**src/rtl/aes_mix_pkg.sv**
```systemverilog
// aes_mix_pkg: shared types and GF(2^8) helpers for the MixColumns engine.
//   COL_W / STATE_W / NCOLS : column width, state width, columns per state
//   col_t                   : one 32-bit column, row 0 in the MSB byte
//   mix_state_t             : engine FSM encoding
//   xtime, gf_mul2/3/9/b/d/e: constant multipliers modulo x^8+x^4+x^3+x+1
package aes_mix_pkg;

    localparam int COL_W   = 32;
    localparam int STATE_W = 128;
    localparam int NCOLS   = STATE_W / COL_W;

    typedef logic [COL_W-1:0] col_t;

    typedef enum logic [1:0] {
        ST_IDLE = 2'd0,
        ST_BUSY = 2'd1,
        ST_DONE = 2'd2
    } mix_state_t;

    function automatic logic [7:0] xtime(input logic [7:0] x);
        return {x[6:0], 1'b0} ^ (x[7] ? 8'h1B : 8'h00);
    endfunction

    function automatic logic [7:0] gf_mul2(input logic [7:0] x);
        return xtime(x);
    endfunction

    function automatic logic [7:0] gf_mul3(input logic [7:0] x);
        return xtime(x) ^ x;
    endfunction

    // Inverse coefficients are built from x*2, x*4, x*8 partial products.
    function automatic logic [7:0] gf_mul9(input logic [7:0] x);
        logic [7:0] x8;
        x8 = xtime(xtime(xtime(x)));
        return x8 ^ x;
    endfunction

    function automatic logic [7:0] gf_mulb(input logic [7:0] x);
        logic [7:0] x2, x8;
        x2 = xtime(x);
        x8 = xtime(xtime(x2));
        return x8 ^ x2 ^ x;
    endfunction

    function automatic logic [7:0] gf_muld(input logic [7:0] x);
        logic [7:0] x4, x8;
        x4 = xtime(xtime(x));
        x8 = xtime(x4);
        return x8 ^ x4 ^ x;
    endfunction

    function automatic logic [7:0] gf_mule(input logic [7:0] x);
        logic [7:0] x2, x4, x8;
        x2 = xtime(x);
        x4 = xtime(x2);
        x8 = xtime(x4);
        return x8 ^ x4 ^ x2;
    endfunction

endpackage

```
**src/rtl/mix_col_word.sv**
```systemverilog
// mix_col_word: combinational MixColumns of a single 32-bit column.
//   col_in  : input column, row 0 = MSB byte
//   inv     : 1 selects InvMixColumns (only when INV_MIX_EN is defined)
//   col_out : transformed column, same byte order
// Macro INV_MIX_EN builds the inverse datapath; without it only the
// forward matrix exists and inv is ignored.
module mix_col_word
    import aes_mix_pkg::*;
(
    input  col_t col_in,
    input  logic inv,
    output col_t col_out
);

    // bytes[3] is row 0 so row r lives at index 3-r
    logic [3:0][7:0] bytes;
    logic [3:0][7:0] fwd;

    assign bytes = col_in;

    // Circulant matrix: row r uses {2,3,1,1} rotated right by r.
    for (genvar r = 0; r < 4; r++) begin : g_fwd
        assign fwd[3-r] = gf_mul2(bytes[3-r])
                        ^ gf_mul3(bytes[3-((r+1)%4)])
                        ^ bytes[3-((r+2)%4)]
                        ^ bytes[3-((r+3)%4)];
    end

`ifdef INV_MIX_EN
    logic [3:0][7:0] rev;

    for (genvar r = 0; r < 4; r++) begin : g_inv
        assign rev[3-r] = gf_mule(bytes[3-r])
                        ^ gf_mulb(bytes[3-((r+1)%4)])
                        ^ gf_muld(bytes[3-((r+2)%4)])
                        ^ gf_mul9(bytes[3-((r+3)%4)]);
    end

    assign col_out = inv ? col_t'(rev) : col_t'(fwd);
`else
    logic unused_inv;
    assign unused_inv = inv;
    assign col_out    = col_t'(fwd);
`endif

endmodule

```
**src/rtl/mix_column_seq.sv**
```systemverilog
// mix_column_seq: sequential AES MixColumns engine, transforms the state in
// place COLS_PER_CYCLE columns per clock and holds the result on a
// valid/ready output.
//   clk, rst_n          : clock, asynchronous active-low reset
//   in_valid/in_ready   : input handshake; in_data is the 128-bit state
//                         (column c = [127-32c -: 32], row 0 = MSB byte)
//   in_inv              : 1 = InvMixColumns, sampled at accept
//   out_valid/out_ready : output handshake, out_data held until consumed
//   busy                : high while columns are being transformed
// Macro INV_MIX_EN enables the inverse datapath; otherwise in_inv is ignored.
module mix_column_seq
    import aes_mix_pkg::*;
#(
    parameter int COLS_PER_CYCLE = 1
)(
    input  logic               clk,
    input  logic               rst_n,
    input  logic               in_valid,
    output logic               in_ready,
    input  logic [STATE_W-1:0] in_data,
    input  logic               in_inv,
    output logic               out_valid,
    input  logic               out_ready,
    output logic [STATE_W-1:0] out_data,
    output logic               busy
);

    localparam int NCYC = NCOLS / COLS_PER_CYCLE;
    localparam int CW   = (NCYC > 1) ? $clog2(NCYC) : 1;

    if (COLS_PER_CYCLE != 1 && COLS_PER_CYCLE != 2 && COLS_PER_CYCLE != 4) begin : g_bad_cols
        $error("mix_column_seq: COLS_PER_CYCLE must be 1, 2 or 4");
    end

    mix_state_t             state;
    logic [CW-1:0]          col_cnt;
    col_t [NCOLS-1:0]       data_q;     // index NCOLS-1 holds column 0
    col_t [NCOLS-1:0]       data_nxt;
    logic                   inv_q;
    logic                   accept;

    col_t [COLS_PER_CYCLE-1:0]       col_in;
    col_t [COLS_PER_CYCLE-1:0]       col_out;
    logic [COLS_PER_CYCLE-1:0][1:0]  col_idx;

    assign in_ready = rst_n & ((state == ST_IDLE) | ((state == ST_DONE) & out_ready));
    assign accept   = in_valid & in_ready;

    // Lane g works on column col_cnt*COLS_PER_CYCLE + g.
    for (genvar g = 0; g < COLS_PER_CYCLE; g++) begin : g_lane
        assign col_idx[g] = 2'((int'(col_cnt) * COLS_PER_CYCLE) + g);
        assign col_in[g]  = data_q[2'd3 - col_idx[g]];

        mix_col_word u_word (
            .col_in  (col_in[g]),
            .inv     (inv_q),
            .col_out (col_out[g])
        );
    end

    always_comb begin
        data_nxt = data_q;
        for (int g = 0; g < COLS_PER_CYCLE; g++)
            data_nxt[2'd3 - col_idx[g]] = col_out[g];
    end

`ifdef INV_MIX_EN
    always_ff @(posedge clk or negedge rst_n) begin
        if (!rst_n)
            inv_q <= 1'b0;
        else if (accept)
            inv_q <= in_inv;
    end
`else
    logic unused_in_inv;
    assign unused_in_inv = in_inv;
    assign inv_q         = 1'b0;
`endif

    always_ff @(posedge clk or negedge rst_n) begin
        if (!rst_n) begin
            state     <= ST_IDLE;
            col_cnt   <= '0;
            data_q    <= '0;
            out_valid <= 1'b0;
            out_data  <= '0;
            busy      <= 1'b0;
        end else begin
            case (state)
                ST_IDLE: begin
                    if (accept) begin
                        state   <= ST_BUSY;
                        busy    <= 1'b1;
                        data_q  <= in_data;
                        col_cnt <= '0;
                    end
                end
                ST_BUSY: begin
                    data_q  <= data_nxt;
                    col_cnt <= col_cnt + 1'b1;
                    if (col_cnt == CW'(NCYC - 1)) begin
                        // Result becomes visible only once every column is done.
                        state     <= ST_DONE;
                        busy      <= 1'b0;
                        out_valid <= 1'b1;
                        out_data  <= data_nxt;
                    end
                end
                ST_DONE: begin
                    if (out_ready) begin
                        out_valid <= 1'b0;
                        if (in_valid) begin
                            // Consume and reload in the same cycle.
                            state   <= ST_BUSY;
                            busy    <= 1'b1;
                            data_q  <= in_data;
                            col_cnt <= '0;
                        end else begin
                            state <= ST_IDLE;
                        end
                    end
                end
                default: begin
                    state     <= ST_IDLE;
                    busy      <= 1'b0;
                    out_valid <= 1'b0;
                end
            endcase
        end
    end

endmodule
```
**config.mk**
```make
export PLATFORM = sky130hd
export DESIGN_NAME = mix_column_seq
export DESIGN_NICKNAME = d
export VERILOG_FILES = /design/src/rtl/aes_mix_pkg.sv /design/src/rtl/mix_col_word.sv /design/src/rtl/mix_column_seq.sv
export SDC_FILE = /design/constraint.sdc
export NUM_CORES = 1
export LEC_CHECK = 0
export BUFFER_PORTS_ARGS = -buffer_cell sky130_fd_sc_hd__buf_2
export CELL_PAD_IN_SITES_DETAIL_PLACEMENT = 1
export CELL_PAD_IN_SITES_GLOBAL_PLACEMENT = 1
export CORE_MARGIN = 5
export CORE_UTILIZATION = 47
export DETAILED_ROUTE_END_ITERATION = 7
export PLACE_DENSITY = 0.9
export SYNTH_ARGS = -nofsm -noshare
export SYNTH_HDL_FRONTEND = slang
export SYNTH_SLANG_ARGS = --single-unit
```
**constraint.sdc**
```tcl
create_clock -name clk -period 7.2 [get_ports clk]
set_input_delay 1.44 -clock clk [delete_from_list [all_inputs] [get_ports clk]]
set_output_delay 1.44 -clock clk [all_outputs]
set_load 0.01 [all_outputs]
```
== Word level (Yosys, flattened, before mapping) ==
Cells that the tools add are included.
Operators by class
  magnitude comparators: 2
  $add $sub $neg: 2
  reduce and logical (&&, ||, !) cells: 8
  bitwise gates (word level): 25
  multiplexer cells: 30
  eq/ne operators: 7
Operators by type and width (number)
  $mux 128: 3
  $pmux 128 s3: 1
  $xor 8x8->8: 18
  $bwmux 128: 1
  $bmux 32 s2: 1
  $demux 32 s2: 1
  $mux 32: 2
  $mux 5: 4
  $xor 8x5->8: 2
  $mux 2: 6
  $pmux 2 s3: 2
  $ne 2x2->1 const B: 4
  $reduce_and 4->1: 2
  $mux 1: 7
  $pmux 1 s3: 2
  $reduce_and 3->1: 2
  $eq 2x2->1 const B: 2
  $and 1x1->1: 3
  $lt 2x3->1 const B: 1
  $reduce_bool 3->1: 1
  $add 2x1->2 const B: 1
  $eq 2x1->1 const B: 1
  $ge 2x1->1 const B: 1
  $logic_not 2->1: 1
  other kinds (5): 5
Storage, ports and cells
  word-level logic and storage cells: 83
  output and inout bits: 131
  flip-flop bits (word level): 262

== Depth between registers and ports, before layout ==
Gate-level depths: netlist of run 1.
  word-level depth: 11
  mapped depth: 11
  gate-level depth less buffers: 6

== By module ==
From an unflattened synthesis of run 1, not the netlist that was laid out.
Second synthesis, totals
  cells, all modules: 1235
  area total of the unflattened synthesis: 15830.2 um2
By module, submodules not included
  mix_column_seq: area each 14520.2 um2, seq. area each 6556.3 um2, cells each 1160, instances 1
  mix_col_word: area each 1310.0 um2, seq. area each 0.0 um2, cells each 75, instances 1

== Least setup slack after synthesis of run 1 ==
No wires, ideal clock.
  path kind: input to output
  start: input port out_ready
  end: output port in_ready
  buffers on the path: 0
  setup slack: 3980 ps
  cell stages on the path: 2
  arrival: 1780 ps
  data required time: 5760 ps
  cells stage by stage: nor2b_1 -> nor3b_1
Between the ends
  word-level cells in the longest chain between the ends: 3
RTL lines
  from (decl): line mix_column_seq.sv:23  | input logic out_ready,
  $and 1x1->1: line mix_column_seq.sv:46  | assign in_ready = rst_n & ((state == ST_IDLE) | ((state == ST_DONE) & out_ready));
  $or 1x1->1: line mix_column_seq.sv:46
  $and 1x1->1: line mix_column_seq.sv:46
  to (decl): line mix_column_seq.sv:19  | output logic in_ready,
Every way passes these cells.

== Final worst setup path of run 1 ==
  start: register col_cnt[0]
  end: register data_q[105] (netlist name)
Between the ends
  word-level cells in the longest chain between the ends: 11
  elaborated cells on any way between the ends: 18
RTL lines
  from (decl): line mix_column_seq.sv:36  | logic [CW-1:0] col_cnt;
  from (signal assigned): line mix_column_seq.sv:100  | col_cnt <= col_cnt + 1'b1;
  $sub 2x2->2 *: line mix_column_seq.sv:52, mix_column_seq.sv:64
  $bmux 32 s2: line mix_column_seq.sv:52  | assign col_in[g] = data_q[2'd3 - col_idx[g]];
  $mux 32 (not written as such): line mix_column_seq.sv:52
  $mux 5: line aes_mix_pkg.sv:21  | return {x[6:0], 1'b0} ^ (x[7] ? 8'h1B : 8'h00);
  $xor 8x8->8: line aes_mix_pkg.sv:21
  $xor 8x8->8: line aes_mix_pkg.sv:29  | return xtime(x) ^ x;
  $xor 8x8->8: line mix_col_word.sv:24  | ^ gf_mul3(bytes[3-((r+1)%4)])
  $xor 8x8->8: line mix_col_word.sv:25  | ^ bytes[3-((r+2)%4)]
  $xor 8x8->8: line mix_col_word.sv:26  | ^ bytes[3-((r+3)%4)];
  $bwmux 128 *: line mix_column_seq.sv:64  | data_nxt[2'd3 - col_idx[g]] = col_out[g];
  $pmux 128 s3 *: line mix_column_seq.sv:89  | case (state)
  to (signal assigned): line mix_column_seq.sv:94  | data_q <= in_data;
  to (signal assigned): line mix_column_seq.sv:99  | data_q <= data_nxt;
  to (signal assigned): line mix_column_seq.sv:116  | data_q <= in_data;
  to (decl): line mix_column_seq.sv:37  | col_t [NCOLS-1:0] data_q;
Mark *: on every way between the ends. The rest lies on a longest branch, timed or not. The select of a mux whose other input is x is not followed.
A chain may end at the register's enable or synchronous reset.

==> results.toml, run 1 <==
[die]
rows = 60
die_w_um = 176
die_h_um = 176
start_util = 0.478
io_pins = 264
die_area_um2 = 30800
core_um2 = 27000

[clock_network]
cts_hold_buffers = 0
ctsResizeCount = 0
clock-sinks = 262
clk_latency_ps = 540
cts_tree = "done"
cts_root_buf = "clkbuf_16"
clk_path_buf_depth = 3
numCtsBuffers = 28
htree_levels = 1
cts.clk_slew.worst_paths_ps = 60
cts_setup_buffers = 0

[synth]
synth_area_leader_cell = "dfrtp_1"
seq_area_frac_synth = 0.509
ys_types = 30
synth-seq-cells = 262
synthesis.area_um2 = 12900
syn_inst = 1123
yosysTopAreaCellShare = 0.509
yosys-top-cells-area = "dfrtp_1 51%, nor3b_1 5.7%, a21oi_1 5.6%"
avgSynthCellArea_um2 = 11.5
synth.net_count = 1260
yosysWarningCount = 0

[sta]
slew_viol_final = 0
clock_skew_ps = 12.9
slew_headroom = 0.196
setup_tns_ps = 0
worst_pin_slew_ps = 1200
period_share = 0.581
finalHoldViolations = 0
finalCriticalPeriod_ps = 4180
setup_viol_count_final = 0
rsz0062_at_grt = "no"
max_freq_ghz = 0.239

[grt]
grt_max_degree = 221
grt_pass1_wl_um = 72900
grt_usage = 0.306
antenna_found_initial = 1
gr-total-overflow = 0
grt_pass1_vias = 11800

[worst_setup_path]
crit_type = "reg -> reg"
worst-endpoint-required_ps = 7650
critPathMaxFanout = 36
cp-start-kind = "register"
critical_path_arrival_ps = 4630
crit_path_end_kind = "register"

[placement]
portBuffers = 262
gp_congestion = 0.863
hpwl_um = 31600

[routing]
drt_iter0_drc = 1154
wirelength_um = 48300
routed_via_density = 6.56
drc_errors = 0
firstDrtPassIters = 5
num_vias = 11100
wl_per_cell_um = 28.4
final_antenna_net_count = 0

[min_path]
hold_path_class = "reg -> reg"

[final_layout]
post_route_cells_drive_above_1_share = 0.276
nFillCells = 2923
fin_nets = 1472
area_growth_pct = 18.7
mostFrequentLayoutCells = "261 x dfrtp_1, 261 x buf_2, 141 x a21oi_1, 141 x o21ai_0, 97 x nor3b_1"
final_util = 0.567

[flow_run]
cap_violations = 0

[outcome]
status = "complete, no violations"
==> metrics by stage <==
step	cell area (um^2)	setup WS (ps)	std cells	hold WS, ps
floorplan	12900	3980	1123	468
finish	15300	3020	1699	482
global placement	14400	2790	1646	458
global route	15300	2910	1698	515
detailed placement	14400	2740	1646	469
CTS	15300	3110	1697	484
==> critical path, cell delays in order (launching register included) <==
cell	delay, ps
dfrtp_2	380
buf_4	340
inv_1	170
ha_1	150
buf_4	480
nand3b_1	900
o21ai_1	990
buf_4	360
o22ai_1	130
a21oi_1	180
==> logic make-up after synthesis <==
logic type      after synthesis  synth area share
simple gates                153            0.0763
xor+xnor                     73             0.106
fa+ha+maj                     4           0.00388
flops                       262             0.509
compound gates              495             0.213
mux                          35            0.0584
buf+inv                     101            0.0335
==> per-layer routing <==
layer / track usage / part of all wire
met1: 0.398 / 0.39
met2: 0.515 / 0.49
met3: 0.0579 / 0.082
met4: 0.110 / 0.039
met5: 0 / 0
==> cell type report <==
cell class / instances / area [um^2] / area share
sequential: 262 / 6560 / 0.429
multi-input combinational: 760 / 5930 / 0.388
timing repair buffer: 280 / 1470 / 0.0960
clock buffer: 47 / 843 / 0.0551
tap: 341 / 427 / 0.0279
clock inverter: 4 / 47.5 / 0.00311
inverter: 3 / 11.3 / 0.000736
antenna: 2 / 5.00 / 0.000327
==> path summary, 6_finish.rpt <==
| path | slack [ps] | end | cells past startpoint | startpoint |
|---|---|---|---|---|
| setup reg to reg | 3020 | data_q[105]$_DFFE_PN0P_ | 9 | col_cnt[0]$_DFFE_PN0P_ |
| hold reg to reg | 480 | out_data[7]$_DFFE_PN0P_ | 2 | out_data[7]$_DFFE_PN0P_ |
| min in group asynchronous | 940 | out_valid$_DFFE_PN0P_ | 1 | rst_n |
| setup / recovery | 3020 | data_q[105]$_DFFE_PN0P_ | 9 | col_cnt[0]$_DFFE_PN0P_ |
| max in group asynchronous | 3870 | data_q[112]$_DFFE_PN0P_ | 3 | rst_n |
| hold / removal | 480 | out_data[7]$_DFFE_PN0P_ | 2 | out_data[7]$_DFFE_PN0P_ |
==> registers in the layout, summed over array words and instances (netlist names) <==
name / flops
data_q: 128
busy: 1
col_cnt: 2
state: 2
out_valid: 1
out_data: 128
==> synthesized netlist by cell type (all sizes together) <==
| cell type | count |
|---|---|
| nand2 | 41 |
| and3b | 4 |
| xor3 | 8 |
| a21oi | 145 |
| buf | 10 |
| nor2 | 3 |
| nand3b | 4 |
| xnor2 | 19 |
| mux2i | 2 |
| xor2 | 10 |
| a22oi | 86 |
| clkbuf | 88 |
| nand2b | 2 |
| xnor3 | 36 |
| nor2b | 2 |
| mux2 | 1 |
| ha | 4 |
| nor3b | 97 |
| inv | 3 |
| o21ai | 220 |
| o22ai | 44 |
| mux4 | 32 |
| dfrtp | 262 |
Power of run 1 is not shown: default switching activity piles up to over one toggle a cycle in this logic, so the estimate is an artifact.
==> run 2: changes to the inputs <==
ABC_AREA = 1   (was default)
CORE_UTILIZATION = 40   (was 47)
PLACE_DENSITY = 0.85   (was 0.9)
clock period = 4.2 ns   (was 7.2 ns; I/O delays follow)
==> run 2 against run 1 <==
  * Critical path type unchanged
  * Largest cell class is now multi-input gates
  * Worst setup slack lost 2200 ps
  * Critical path depth up 3
  * Clock skew increased by 2.7 ps
  * Global-route usage rose by 2.5 points
  * Fmax rose by 23%
  * First-iteration DRC count is 25% higher
  * Via count is 59% higher
==> results.toml, run 2 <==
[clock_network]
cts_hold_buffers = 0
cts.clk_slew.worst_paths_ps = 70
ctsResizeCount = 0
clock-sinks = 262
htree_levels = 1
cts_tree = "done"
clk_latency_ps = 580
numCtsBuffers = 30
cts_root_buf = "clkbuf_16"
cts_setup_buffers = 0
clk_path_buf_depth = 3

[synth]
synthesis.area_um2 = 15800
synthTopCellsByCount = "1296 x nand2_1, 295 x nand3_1, 262 x dfrtp_1"
synth_flop_cell = "dfrtp_1"
yosysTopAreaCellShare = 0.415
synth_area_leader_cell = "dfrtp_1"
yosysWarningCount = 0
avgSynthCellArea_um2 = 6.48
async_reset_ff_frac = 1.00
synth-seq-cells = 262
seq_area_frac_synth = 0.415
synth.net_count = 2577
syn_inst = 2440
synth.most_common_cell = "nand2_1"
ys_types = 31
synth_edf_count = 0
yosys-top-cells-area = "dfrtp_1 41%, nand2_1 31%, nand3_1 9.3%"

[worst_setup_path]
slowest_delay_ps = 640
cp-start-kind = "register"
crit_path_end_kind = "register"
crit_type = "reg -> reg"
reg2reg_depth = 12
critPathMaxFanout = 117
worst-endpoint-required_ps = 4640
critical_path_arrival_ps = 3850
critical_path.slowest_cell = "buf_4"
path_cells = "buf_4, ha_1, nor2_2, buf_4, inv_2, nand2_1, nor2_4, buf_4, clkinv_2, buf_12, nand2_1, nand2_1"

[sta]
worst_pin_slew_ps = 988
setup_tns_ps = 0
setup_viol_count_final = 0
slew_viol_final = 0
period_share = 0.811
finalCriticalPeriod_ps = 3410
finalHoldViolations = 0
rsz0062_at_grt = "no"
max_freq_ghz = 0.294
slew_headroom = 0.341
clock_skew_ps = 15.6

[routing]
wirelength_um = 74400
final_antenna_net_count = 0
num_vias = 17700
drc_errors = 0
wl_per_cell_um = 23.4
routed_via_density = 5.55
drt_iter0_drc = 1447
firstDrtPassIters = 5

[die]
die_w_um = 209
start_util = 0.407
rows = 72
die_area_um2 = 43600
core_um2 = 38800
io_pins = 264
die_h_um = 209

[flow_run]
cap_violations = 0

[outcome]
status = "complete, no violations"

[placement]
portBuffers = 262
gp_congestion = 0.945
hpwl_um = 55200

[final_layout]
fin_nets = 2774
area_growth_pct = 16.8
layout_commonest_cell = "nand2_1"
post_route_cells_drive_above_1_share = 0.150
regArea_um2 = 6560
multi_input_area_um2 = 8470
biggestRegsByFlops = "data_q x128, out_data x128"
mostFrequentLayoutCells = "1294 x nand2_1, 295 x nand3_1, 261 x dfrtp_1, 261 x buf_2, 224 x nor2_1"
nFillCells = 5161
n_antenna_cell = 0

[min_path]
hold_path_class = "in -> async"

[grt]
gr-total-overflow = 0
grt_max_degree = 118
antenna_found_initial = 0
grt_pass1_vias = 18300
grt_usage = 0.331
grt_pass1_wl_um = 112000
run 2: layer usage:
metal  vias up  global-route usage  share of wire
met5         -                   0              0
met4         0               0.127          0.044
met1      8776               0.461           0.43
met2       636               0.536           0.46
met3       127              0.0342          0.061
li1       8114                   -              -
run 2: cells by family (layout without fill, tap and decap cells):
| kind of cell | after synthesis | count (layout) | share of synthesized area |
|---|---|---|---|
| and+or+nand+nor | 1860 | 1860 | 0.474 |
| DFF | 262 | 262 | 0.415 |
| xor gates and xnor gates | 11 | 11 | 0.00657 |
| adders and majority gates | 4 | 4 | 0.00317 |
| AOI/OAI and AO/OA | 124 | 124 | 0.0511 |
| buffers and inverters | 179 | 400 | 0.0504 |
run 2: cell type report:
cell class              instances  share of cell area
well taps                     518              0.0351
inverters                      53              0.0113
clock buffers                  49              0.0517
flip-flops and latches        262               0.355
repair buffers                291              0.0854
multi-input cells            1999               0.459
clock inverters                 7             0.00258
run 2: worst max-delay path: cells and delay by family (launching register included):
family / cells / cell delay (ps)
DFF: 1 / 390
buffers and inverters: 6 / 1710
and+or+nand+nor: 5 / 540
adders and majority gates: 1 / 290
run 2: final timing paths:
check	startpoint	to	slack, ps
worst max-delay path	col_cnt[0]$_DFFE_PN0P_	out_data[29]$_DFFE_PN0P_	790
worst min-delay path	rst_n	out_data[53]$_DFFE_PN0P_	130
worst max register to register	col_cnt[0]$_DFFE_PN0P_	out_data[29]$_DFFE_PN0P_	790
worst min register to register	out_data[56]$_DFFE_PN0P_	out_data[56]$_DFFE_PN0P_	470
max in group asynchronous	rst_n	out_data[75]$_DFFE_PN0P_	2270
min in group clk	out_data[56]$_DFFE_PN0P_	out_data[56]$_DFFE_PN0P_	470
run 2: through the flow:
step,utilization,instances,hold WS (ps),instance area (um^2),worst slack (ps)
after floorplan,-,2440,463,15800,2120
final,0.475,3179,130,18500,794
after detailed placement,0.450,3123,462,17500,988
after global routing,0.475,3179,147,18500,711
after global placement,0.450,3123,457,17500,1040
after CTS,0.475,3179,133,18500,953
Power of run 2 is left out for the same reason.
